File: config.mk
export PLATFORM = sky130hd
export DESIGN_NAME = rng_sampler
export DESIGN_NICKNAME = d
export VERILOG_FILES = /design/src/rtl/rng_sampler.sv
export SDC_FILE = /design/constraint.sdc
export NUM_CORES = 1
export LEC_CHECK = 0
export CORE_UTILIZATION = 48
export CTS_CLUSTER_DIAMETER = 120
export DETAILED_ROUTE_END_ITERATION = 6
export MAX_ROUTING_LAYER = met4
export PLACE_DENSITY = 0.81
export SYNTH_ARGS = -nofsm -noshare
export SYNTH_HDL_FRONTEND = slang
export SYNTH_SLANG_ARGS = --single-unit
File: constraint.sdc
create_clock -name clk -period 2.7 [get_ports clk]
set_input_delay 0.81 -clock clk [delete_from_list [all_inputs] [get_ports clk]]
set_output_delay 0.81 -clock clk [all_outputs]
set_load 0.02 [all_outputs]
File: src/rtl/rng_sampler.sv
// rng_sampler: synchronises the asynchronous LFSR noise bus, health-tests raw bits and packs them into bytes.
// Optional build macro RNG_SAMPLER_DEBIAS_EN adds von Neumann debiasing of raw-bit pairs.
module rng_sampler #(
  parameter int N          = 63,
  parameter int SAMPLE_DIV = 4,
  parameter int REP_LIMIT  = 8
) (
  input  logic         clk,
  input  logic         reset_n,
  input  logic [N-1:0] rnd_in,
  input  logic         enable,
  input  logic         clear_fail,
  output logic [7:0]   out_data,
  output logic         out_valid,
  input  logic         out_ready,
  output logic         health_fail
);
  localparam int DIV_W = $clog2(SAMPLE_DIV);
  localparam int RUN_W = $clog2(REP_LIMIT + 1);

  typedef enum logic [1:0] {IDLE, COLLECT, STALL, FAIL} state_t;
  state_t state, state_nxt;

  logic [N-1:0]     rnd_p0, rnd_p1;
  logic             raw;
  logic [DIV_W-1:0] div_cnt, div_nxt;
  logic [RUN_W-1:0] run_cnt, run_nxt, run_new;
  logic             last_raw, last_nxt;
  logic [7:0]       sh, sh_nxt, data_nxt;
  logic [3:0]       bitcnt, bitcnt_nxt;
  logic             valid_nxt, fail_nxt;
  logic             tick, trip, hs, clr_part, acc_vld, acc_bit;
`ifdef RNG_SAMPLER_DEBIAS_EN
  logic             pair_vld, pair_vld_nxt, pair_bit, pair_bit_nxt;
`endif

  // stage p0/p1: two-flop synchroniser on the asynchronous noise bus
  always_ff @(posedge clk or negedge reset_n) begin
    if (!reset_n) begin
      rnd_p0 <= '0;
      rnd_p1 <= '0;
    end else begin
      rnd_p0 <= rnd_in;
      rnd_p1 <= rnd_p0;
    end
  end

  assign raw = ^rnd_p1;
  assign hs  = out_valid & out_ready;

  always_comb begin
    state_nxt  = state;
    div_nxt    = div_cnt;
    run_nxt    = run_cnt;
    last_nxt   = last_raw;
    sh_nxt     = sh;
    bitcnt_nxt = bitcnt;
    data_nxt   = out_data;
    valid_nxt  = out_valid;
    fail_nxt   = health_fail;
    tick       = 1'b0;
    clr_part   = 1'b0;
    acc_vld    = 1'b0;
    acc_bit    = 1'b0;
    run_new    = run_cnt;
`ifdef RNG_SAMPLER_DEBIAS_EN
    pair_vld_nxt = pair_vld;
    pair_bit_nxt = pair_bit;
`endif

    if (state == COLLECT || state == STALL) begin
      tick    = (div_cnt == DIV_W'(SAMPLE_DIV - 1));
      div_nxt = tick ? '0 : div_cnt + 1'b1;
    end else begin
      div_nxt = '0;
    end

    if (tick)
      run_new = (run_cnt != '0 && raw == last_raw) ? run_cnt + 1'b1 : RUN_W'(1);
    trip = tick && (run_new == RUN_W'(REP_LIMIT));

    // A health trip outranks clear_fail and every other transition
    if (trip) begin
      fail_nxt  = 1'b1;
      valid_nxt = 1'b0;
      run_nxt   = run_new;
      last_nxt  = raw;
      state_nxt = FAIL;
    end else if (clear_fail) begin
      fail_nxt  = 1'b0;
      valid_nxt = 1'b0;
      clr_part  = 1'b1;
      state_nxt = IDLE;
    end else begin
      case (state)
        IDLE: begin
          clr_part = 1'b1;
          if (hs)
            valid_nxt = 1'b0;
          if (enable)
            state_nxt = COLLECT;
        end
        FAIL: valid_nxt = 1'b0;
        default: begin
          if (!enable) begin
            clr_part  = 1'b1;
            state_nxt = IDLE;
            if (hs)
              valid_nxt = 1'b0;
          end else begin
            if (tick) begin
              run_nxt  = run_new;
              last_nxt = raw;
            end
            if (state == STALL) begin
              if (hs) begin
                data_nxt   = sh;
                sh_nxt     = '0;
                bitcnt_nxt = '0;
                state_nxt  = COLLECT;
              end
            end else begin
`ifdef RNG_SAMPLER_DEBIAS_EN
              if (tick) begin
                if (!pair_vld) begin
                  pair_vld_nxt = 1'b1;
                  pair_bit_nxt = raw;
                end else begin
                  pair_vld_nxt = 1'b0;
                  pair_bit_nxt = 1'b0;
                  acc_vld      = pair_bit ^ raw;
                  acc_bit      = pair_bit;
                end
              end
`else
              acc_vld = tick;
              acc_bit = raw;
`endif
              if (acc_vld) begin
                sh_nxt     = {acc_bit, sh[7:1]};
                bitcnt_nxt = bitcnt + 1'b1;
              end
              // A completed byte goes straight out if the slot is free or being emptied now
              if (bitcnt_nxt == 4'd8) begin
                if (!out_valid || hs) begin
                  data_nxt   = sh_nxt;
                  valid_nxt  = 1'b1;
                  sh_nxt     = '0;
                  bitcnt_nxt = '0;
                end else begin
                  state_nxt = STALL;
                end
              end else if (hs) begin
                valid_nxt = 1'b0;
              end
            end
          end
        end
      endcase
    end

    if (clr_part) begin
      div_nxt    = '0;
      run_nxt    = '0;
      last_nxt   = 1'b0;
      sh_nxt     = '0;
      bitcnt_nxt = '0;
`ifdef RNG_SAMPLER_DEBIAS_EN
      pair_vld_nxt = 1'b0;
      pair_bit_nxt = 1'b0;
`endif
    end
  end

  always_ff @(posedge clk or negedge reset_n) begin
    if (!reset_n)
      state <= IDLE;
    else
      state <= state_nxt;
  end

  // stage p2: collection counters, shift register and output byte
  always_ff @(posedge clk or negedge reset_n) begin
    if (!reset_n) begin
      div_cnt     <= '0;
      run_cnt     <= '0;
      last_raw    <= 1'b0;
      sh          <= '0;
      bitcnt      <= '0;
      out_data    <= '0;
      out_valid   <= 1'b0;
      health_fail <= 1'b0;
    end else begin
      div_cnt     <= div_nxt;
      run_cnt     <= run_nxt;
      last_raw    <= last_nxt;
      sh          <= sh_nxt;
      bitcnt      <= bitcnt_nxt;
      out_data    <= data_nxt;
      out_valid   <= valid_nxt;
      health_fail <= fail_nxt;
    end
  end

`ifdef RNG_SAMPLER_DEBIAS_EN
  always_ff @(posedge clk or negedge reset_n) begin
    if (!reset_n) begin
      pair_vld <= 1'b0;
      pair_bit <= 1'b0;
    end else begin
      pair_vld <= pair_vld_nxt;
      pair_bit <= pair_bit_nxt;
    end
  end
`endif

endmodule

## Word level (Yosys, flattened, before mapping)

Cells that the tools add are included.

| operators by class | value |
|---|---|
| order comparisons | 0 |
| shift operators | 0 |
| reduce and logical (&&, ||, !) cells | 20 |
| muxes and demuxes | 70 |
| bitwise operators | 4 |
| divide/modulo/power cells | 0 |
| eq/ne operators | 21 |
| $mul | 0 |
| add/sub/neg operators | 3 |

Operators by type and width:

| operator | count |
|---|---|
| $mux W8 | 14 |
| $mux W4 | 23 |
| $reduce_xor A63 Y1 | 1 |
| $mux W2 | 11 |
| $mux W1 | 19 |
| $ne A6 B5 Y1 const B | 2 |
| $reduce_and A5 Y1 | 2 |
| $add A4 B1 Y4 const B | 2 |
| $eq A4 B4 Y1 const B | 2 |
| $reduce_bool A2 Y1 | 4 |
| $ne A7 B4 Y1 const B | 1 |
| $reduce_and A7 Y1 | 1 |
| $eq A2 B2 Y1 const B | 3 |
| $ne A2 B1 Y1 const B | 3 |
| $ne A3 B1 Y1 const B | 2 |
| $ne A3 B3 Y1 const B | 2 |
| $ne A6 B1 Y1 const B | 1 |
| $ne A6 B4 Y1 const B | 1 |
| $reduce_bool A3 Y1 | 2 |
| $ne A4 B4 Y1 const B | 1 |
| $pmux W1 S2 | 2 |
| $pmux W2 S2 | 1 |
| $reduce_and A4 Y1 | 1 |
| $reduce_bool A4 Y1 | 1 |
| 12 further kinds | 16 |

| storage, ports and cells | value |
|---|---|
| RAM bits | 0 |
| logic and storage cells | 129 |
| ROM bits | 0 |
| register bits after elaboration | 157 |
| memories kept | 0 |
| output and inout port bits | 10 |
| bits in latches | 0 |
| input bits | 68 |

## Longest topological paths before layout

Gate-level depths: netlist (run 1).

| logic depth | value |
|---|---|
| depth after elaboration | 17 |
| depth in mapped cells | 13 |
| depth with buffers taken out | 11 |

## Least setup slack after synthesis (run 1)

Ideal clock, no wire load.

| path | value |
|---|---|
| path kind | reg2reg |
| start point | reg rnd_p1[49] |
| end point | reg sh[0] |
| required time | 2.579 ns |
| period minus slack after synthesis | 2.680 ns |
| path slack | 0.020 ns |
| cell stages (with the launch flop) | 11 |
| path buffers | 1 |
| library setup time | 0.121 ns |
| arrival time | 2.559 ns |
| cell sequence | dfrtp_1 xnor3_1 xnor3_1 xnor3_1 xnor3_1 xnor3_2 xnor2_4 or2_1 buf_4 o21ai_4 a22o_1 |

| between the ends | value |
|---|---|
| cells in the longest elaborated chain, start to end | 10 |
| elaborated cells on any way between the ends | 15 |
| those cells by class | eq/ne (6); mux (4); reduce/logical (5) |

RTL lines:

| what | RTL line | source |
|---|---|---|
| start: declaration | 24 | `logic [N-1:0] rnd_p0, rnd_p1;` |
| start signal: assignment | 44 | `rnd_p1 <= rnd_p0;` |
| $reduce_xor A63 Y1 (*) | 48 | `assign raw = ^rnd_p1;` |
| $eq A1 B1 Y1 (*) | 79 | `run_new = (run_cnt != '0 && raw == last_raw) ? run_cnt + 1'b1 : RUN_W'(1);` |
| $logic_and A1 B1 Y1 (*) | 79 |  |
| $mux W4 (*) | 79 |  |
| $mux W4 (*) | 78 | `if (tick)` |
| $eq A4 B4 Y1 (*) | 80 | `trip = tick && (run_new == RUN_W'(REP_LIMIT));` |
| $logic_and A1 B1 Y1 (*) | 80 |  |
| $mux W1 | 83 | `if (trip) begin` |
| $ne A3 B3 Y1 (no source line) (tied with other cells) | n/a |  |
| $reduce_and A5 Y1 (no source line) | n/a |  |
| end signal: assignment | 197 | `sh <= sh_nxt;` |
| end: declaration | 29 | `logic [7:0] sh, sh_nxt, data_nxt;` |

Mark *: on every way between the ends. The rest lies on a longest branch, timed or not.
A chain may end at the register's enable or synchronous reset.

## Worst setup path in the final report (run 1)

| path | value |
|---|---|
| start point | reg rnd_p1[51] |
| end point | reg sh[0] |

Same word-level chain as after synthesis.

==> results of run 1 <==
-- kinds of logic (layout without fill, tap and decap cells) --
kind of cell               Yosys count  after routing
DFF                                157            157
muxes                                8              8
AOI/OAI and AO/OA                   63             63
and+or+nand+nor                     64             64
adders and majority gates            9              9
xor gates and xnor gates            60             60
buffers and inverters               14            130
-- state kept, by name, indices dropped and copies added (netlist names) --
register and count:
sh 8, out_valid 1, rnd_p0 63, run_cnt 4, state 2, health_fail 1
last_raw 1, rnd_p1 63, out_data 8, div_cnt 2, bitcnt 4
-- power groups by stage --
stage,clock (W),combinational (W),sequential (W)
after CTS,0.00256,0.00141,0.00253
after global placement,0,0.00135,0.00256
after floorplan,0,0.000906,0.00255
after global routing,0.00267,0.00167,0.00254
after detailed placement,0,0.00138,0.00257
final,0.00251,0.00154,0.00252
-- cells in the final DEF (no fill, tap or decap), types with 9 or more instances in the layout --
cell type | synthesis | final
o21ai_0 | 16 | 11
nor2_1 | 12 | 12
ha_1 | 9 | 9
clkdlybuf4s50_1 | 0 | 76
buf_4 | 1 | 11
clkbuf_16 | 0 | 17
a21oi_1 | 15 | 14
o21ai_1 | 6 | 10
xnor2_1 | 47 | 46
dfrtp_1 | 157 | 157
nand2_1 | 22 | 21
-- metrics by stage --
stage,cells,TNS (ns),setup WS (ns)
floorplan,375,0,0.02038
global placement,597,-2.582,-0.2007
detailed placement,597,-3.960,-0.2533
CTS,629,-0.2420,-0.04980
global route,631,-2.554,-0.1637
finish,631,-0.07373,-0.02291
-- worst reg2reg max path, stage by stage (launching register included) --
cell and delay [ns]:
dfrtp_1 0.36, xnor3_1 0.35, xnor3_1 0.25, xnor3_1 0.23, xnor3_1 0.25, xnor3_2 0.32, xnor2_4 0.23, or2_4 0.24
o21ai_4 0.11, a22o_1 0.27
-- worst max-delay path by stage --
stage                 end  slack [ns]
floorplan           sh[0]        0.02
global placement    sh[2]       -0.20
detailed placement  sh[1]       -0.25
CTS                 sh[0]       -0.05
global route        sh[0]       -0.16
finish              sh[0]       -0.02
-- per-layer routing --
metal	up-vias	part of all wire	routed length (um)
met5	-	0	0
met3	20	0.059	573
met4	0	0.022	212
met1	1557	0.42	4003
li1	1486	-	-
met2	95	0.50	4848
-- cell type report --
cell class | count | area, um2
clock inverter | 10 | 160.2
inverter | 6 | 22.52
sequential | 157 | 3929
fill | 768 | 3786
tap | 140 | 175.2
multi-input combinational | 204 | 1614
clock buffer | 22 | 474.2
timing repair buffer | 92 | 917.1
-- what timing repair did --
action,CTS,global route
resized for setup,3,14
setup buffers,0,2
setup endpoints to repair,27,27
pin swaps,7,10
endpoints found under the hold margin,0,0
==> flow_metrics.py, run 1 <==
metrics = {
    "logic_synthesis": {
        "syn_nets": 452,
        "post-synth-top-count-cell": "dfrtp_1",
        "synth_top_family_by_area": "XOR/XNOR gates",
        "synth-compound-area-share": 0.07502,
        "synth_cells": 375,
        "ys_ff_latch": 157,
        "synthesis.area_um2": 5554,
        "synthAdderAreaFrac": 0.02027,
        "synthSimpleGateAreaFrac": 0.06173,
        "yosys.area_share.xor_xnor": 0.1106,
        "yosysWarnings": 0,
        "synthTopCellsByCount": "dfrtp_1 (157), xnor2_1 (47), nand2_1 (22), o21ai_0 (16), a21oi_1 (15)",
        "synth_area_leaders": "dfrtp_1 (71%), xnor2_1 (7.4%), ha_1 (2.0%), xnor3_1 (1.6%), nand2_1 (1.5%)",
        "async_flop_share": 1.000,
        "synth_top_flop_cell": "dfrtp_1",
        "seq_area_frac_synth": 0.7074,
        "synth_top_area_cell": "dfrtp_1",
        "ys_types": 54,
        "synth_top_area_frac": 0.7074,
        "muxShareOfSynthArea": 0.01464,
        "synth_edf_count": 0,
        "syn_area_per_cell_um2": 14.81,
    },
    "global_route": {
        "met1_usage": 0.2072,
        "met3_usage": 0.07054,
        "grt_util_met2": 0.3001,
        "grt_max_degree": 61,
        "antenna_found_initial": 0,
        "track_usage": 0.1862,
        "overflow": 0,
        "grt_pass1_wl_um": 15420,
        "busiest_layer": "met2",
        "grt_pass1_vias": 3258,
    },
    "setup_path": {
        "arrival_ns": 3.03,
        "critPathTopFamily": "XOR/XNOR gates",
        "cpMostUsedCell": "xnor3_1",
        "cp_cell_sequence": "xnor3_1 -> xnor3_1 -> xnor3_1 -> xnor3_1 -> xnor3_2 -> xnor2_4 -> or2_4 -> o21ai_4 -> a22o_1",
        "critPathRequiredTime_ns": 3.00,
        "path_depth": 9,
        "critPathBufInv": 0,
        "r2r_start": "rnd_p1[51]",
        "critPathLaunch": "rnd_p1[51]",
        "r2r-end": "sh[0]",
        "slowest_delay_ns": 0.36,
        "cpMaxStageDelayCell": "dfrtp_1",
        "path_max_fanout": 7,
        "cp-start-kind": "flip-flop",
        "worst-r2r-setup-slack_ns": -0.02,
        "endpoint_kind": "flip-flop",
        "r2r_cells": 9,
        "path_class": "reg2reg",
    },
    "sta": {
        "slew_headroom": 0.6446,
        "hold_ws_ns": 0.3416,
        "rsz0062_at_grt": "true",
        "setup_violations": 7,
        "period_minus_slack_ns": 2.723,
        "hold_viol": 0,
        "fmax_mhz": 367.3,
        "drv_slew": 0,
        "min_period_over_period": 1.008,
        "setup_slack_ns": -0.02291,
        "worst_clock_skew_ns": 0.007473,
        "tightest_slew_ns": 0.5331,
    },
    "pwr": {
        "finalPower_w": 0.006574,
        "powerDensity_nw_per_um2": 901.6,
        "p_int_w": 0.004887,
        "clockPowerShare": 0.382,
        "seqPwrFrac": 0.384,
        "p_comb_frac": 0.234,
        "peakVddDrop_mv": 0.6402,
        "leakagePower_nw": 3.211,
        "netSwitchingFraction": 0.2566,
        "power.switching_w": 0.001687,
    },
    "clocking": {
        "cts-hold-fix-buffers": 0,
        "htree_levels": 4,
        "clkLatencyLatePin_ns": 0.43,
        "clock_path_buffers": 2,
        "cts-root-buf": "clkbuf_16",
        "path_clk_slew_ns": 0.06,
        "cts_sinks": 157,
        "cts_tree": "built",
        "numCtsBuffers": 17,
    },
    "min_path": {
        "holdPathEnd": "rnd_p1[16]",
        "hold_path_class": "reg2reg",
        "whs_path_depth": 0,
        "holdCritStartpoint": "rnd_p0[16]",
    },
    "run_status": {
        "violations": "negative setup slack",
        "status": "finished, violations left",
    },
    "die": {
        "fp.dieH_um": 109.6,
        "ios": 78,
        "fp.dieW_um": 109.6,
        "core.rowCount": 38,
        "dieArea_um2": 12010,
        "core_um2": 11080,
        "initial_core_util": 0.5014,
    },
    "placed_design": {
        "portBuffers": 77,
        "gp_congestion": 0.8409,
        "place_hpwl_um": 6359,
        "dpl_cell_area_um2": 6589,
    },
    "final_layout": {
        "postLayoutCellArea_um2": 7292,
        "fin_util": 0.6582,
        "nNetsFinal": 555,
        "diodes": 0,
        "drive_gt1_frac": 0.1303,
        "syn_to_final_growth_pct": 31.29,
    },
    "drt": {
        "first_pass_iters": 4,
        "num_vias": 3158,
        "routed_wl_um": 9639,
        "vias_per_cell": 5.005,
        "post_drt_wl_per_cell_um": 15.28,
        "postRouteAntennaNets": 0,
        "drc_errors": 0,
        "initialDrtViolationCount": 192,
    },
    "job": {
        "maxCapViolations": 0,
    },
}
No activity file was read; power rests on OpenSTA's default activity.
==> inputs of run 2 (changes only) <==
--- a/config.mk
+++ b/config.mk
@@ -8,6 +8,7 @@
 export CORE_UTILIZATION = 48
 export CTS_CLUSTER_DIAMETER = 120
 export DETAILED_ROUTE_END_ITERATION = 6
+export HOLD_SLACK_MARGIN = 0.05
 export MAX_ROUTING_LAYER = met4
 export PLACE_DENSITY = 0.81
 export SYNTH_ARGS = -nofsm -noshare
==> results of run 2 <==
Same layout as run 1: the final DEF is identical, and so are final timing and power.
==> inputs of run 3 (changes only) <==
--- a/config.mk
+++ b/config.mk
@@ -5,12 +5,13 @@
 export SDC_FILE = /design/constraint.sdc
 export NUM_CORES = 1
 export LEC_CHECK = 0
-export CORE_UTILIZATION = 48
+export CAP_MARGIN = 10
+export CORE_UTILIZATION = 45
 export CTS_CLUSTER_DIAMETER = 120
 export DETAILED_ROUTE_END_ITERATION = 6
 export HOLD_SLACK_MARGIN = 0.05
 export MAX_ROUTING_LAYER = met4
-export PLACE_DENSITY = 0.81
+export PLACE_DENSITY = 0.7
 export SYNTH_ARGS = -nofsm -noshare
 export SYNTH_HDL_FRONTEND = slang
 export SYNTH_SLANG_ARGS = --single-unit
==> flow_metrics.py, run 3 (same netlist as run 1, synthesis figures left out) <==
metrics = {
    "clocking": {
        "numCtsBuffers": 17,
        "clock_path_buffers": 2,
        "htree_levels": 4,
        "cts-root-buf": "clkbuf_16",
        "cts_sinks": 157,
        "clkLatencyLatePin_ns": 0.42,
        "cts_tree": "built",
        "path_clk_slew_ns": 0.06,
        "cts-hold-fix-buffers": 0,
    },
    "setup_path": {
        "cp-start-kind": "flip-flop",
        "path_class": "reg2reg",
        "arrival_ns": 2.94,
        "cpMostUsedCell": "xnor3_1",
        "critPathBufInv": 0,
        "path_max_fanout": 7,
        "slowest_delay_ns": 0.38,
        "critPathTopFamily": "XOR/XNOR gates",
        "endpoint_kind": "flip-flop",
        "cpMaxStageDelayCell": "xnor3_1",
        "cp_cell_sequence": "xnor3_1 -> xnor3_1 -> xnor3_1 -> xnor3_1 -> xnor3_2 -> xnor2_4 -> or2_4 -> o21ai_4 -> a22o_1",
        "critPathRequiredTime_ns": 3.00,
    },
    "final_layout": {
        "largestRegisters": "rnd_p0 (63), rnd_p1 (63)",
        "syn_to_final_growth_pct": 31.43,
        "nNetsFinal": 561,
        "mostFrequentLayoutCell": "dfrtp_1",
        "diodes": 0,
        "final_cells": 644,
        "fill_cells": 906,
        "mostFrequentLayoutCells": "dfrtp_1 (157), clkdlybuf4s50_1 (76), xnor2_1 (47)",
        "drive_gt1_frac": 0.1368,
        "postLayoutCellArea_um2": 7300,
    },
    "drt": {
        "routed_wl_um": 9441,
        "first_pass_iters": 4,
        "drc_errors": 0,
        "post_drt_wl_per_cell_um": 14.66,
        "initialDrtViolationCount": 154,
        "postRouteAntennaNets": 0,
        "num_vias": 3169,
        "vias_per_cell": 4.921,
    },
    "placed_design": {
        "dpl.cell_count": 609,
        "dp_slack_ns": -0.2424,
        "dpl_cell_area_um2": 6635,
        "portBuffers": 77,
        "place_hpwl_um": 6442,
        "gp_congestion": 0.8155,
    },
    "min_path": {
        "hold_path_class": "reg2reg",
    },
    "die": {
        "ios": 78,
        "core.rowCount": 40,
        "core_um2": 12010,
        "fp.dieH_um": 113.1,
        "fp.dieW_um": 113.1,
        "initial_core_util": 0.4624,
        "dieArea_um2": 12790,
    },
    "sta": {
        "setup_tns_ns": 0,
        "period_minus_slack_ns": 2.636,
        "rsz0062_at_grt": "true",
        "tightest_slew_ns": 0.6334,
        "min_period_over_period": 0.9763,
        "setup_violations": 0,
        "worst_clock_skew_ns": 0.01284,
        "drv_slew": 0,
        "fmax_mhz": 379.4,
        "setup_slack_ns": 0.06402,
        "hold_viol": 0,
        "slew_headroom": 0.5777,
    },
    "global_route": {
        "busiest_layer": "met2",
        "grt_util_met2": 0.2867,
        "overflow": 0,
        "grt_pass1_wl_um": 15530,
        "grt_max_degree": 73,
        "met3_usage": 0.05838,
        "track_usage": 0.1710,
        "grt_pass1_vias": 3298,
        "met1_usage": 0.1850,
        "antenna_found_initial": 0,
    },
    "pwr": {
        "peakVddDrop_mv": 0.6107,
        "powerDensity_nw_per_um2": 872.6,
        "leakagePower_nw": 3.216,
    },
    "job": {
        "maxCapViolations": 0,
    },
    "run_status": {
        "status": "complete, no violations",
    },
}
-- run 3: per-stage QoR --
step | power (W) | utilization | hold WS [ns]
6_report | 0.006370 | 0.6077 | 0.3434
4_1_cts | 0.006400 | 0.6046 | 0.3457
3_5_place_dp | 0.003990 | 0.5524 | 0.3347
3_3_place_gp | 0.003964 | 0.5524 | 0.3314
5_1_grt | 0.006700 | 0.6077 | 0.3477
2_1_floorplan | 0.003458 | - | 0.3312
-- run 3: power by group --
part	leakage (nW)	internal (W)	total, W	switching (W)
sequential	1.90	0.00247	0.00252	0.0000510
combinational	1.02	0.000732	0.00145	0.000716
clock	0.299	0.00152	0.00240	0.000880
total	3.22	0.00472	0.00637	0.00165
-- run 3: worst paths after layout --
check	startpoint	endpoint	slack (ns)	cells past startpoint
worst max-delay path	rnd_p1[49]	sh[1]	0.06	9
worst min-delay path	rnd_p0[18]	rnd_p1[18]	0.34	0
worst max register to register	rnd_p1[49]	sh[1]	0.06	9
worst min register to register	rnd_p0[18]	rnd_p1[18]	0.34	0
max in group asynchronous	reset_n	rnd_p0[49]	1.60	2
min in group asynchronous	reset_n	rnd_p1[32]	0.41	1
-- run 3: final cells by class --
class,count,area [um2],area share
Clock buffer,21,470.5,0.06445
Clock inverter,11,138.9,0.01903
Inverter,6,22.52,0.003085
Multi-Input combinational cell,204,1600,0.2192
Sequential cell,157,3929,0.5382
Tap cell,147,183.9,0.02520
Timing Repair Buffer,98,954.7,0.1308
-- run 3: timing repair --
action / 4_1_cts / 5_1_grt
pin swaps: 3 / 7
resized for setup: 1 / 9
setup endpoints to repair: 28 / 27
cloned: 0 / 0
buffers inserted: 2 / 1
endpoints found under the hold margin: 0 / 0
-- run 3: worst reg2reg max path: stages, from the launching register on --
cell and delay, ns:
dfrtp_1 0.36, xnor3_1 0.38, xnor3_1 0.23, xnor3_1 0.22, xnor3_1 0.23, xnor3_2 0.31, xnor2_4 0.23, or2_4 0.22
o21ai_4 0.10, a22o_1 0.25
-- run 3: routing by layer --
| metal | wire [um] | vias to the layer above | part of all wire |
|---|---|---|---|
| met3 | 374 | 11 | 0.040 |
| met1 | 3759 | 1589 | 0.40 |
| met4 | 126 | 0 | 0.013 |
| met2 | 5181 | 74 | 0.55 |
| met5 | 0 | - | 0 |
| li1 | - | 1495 | - |
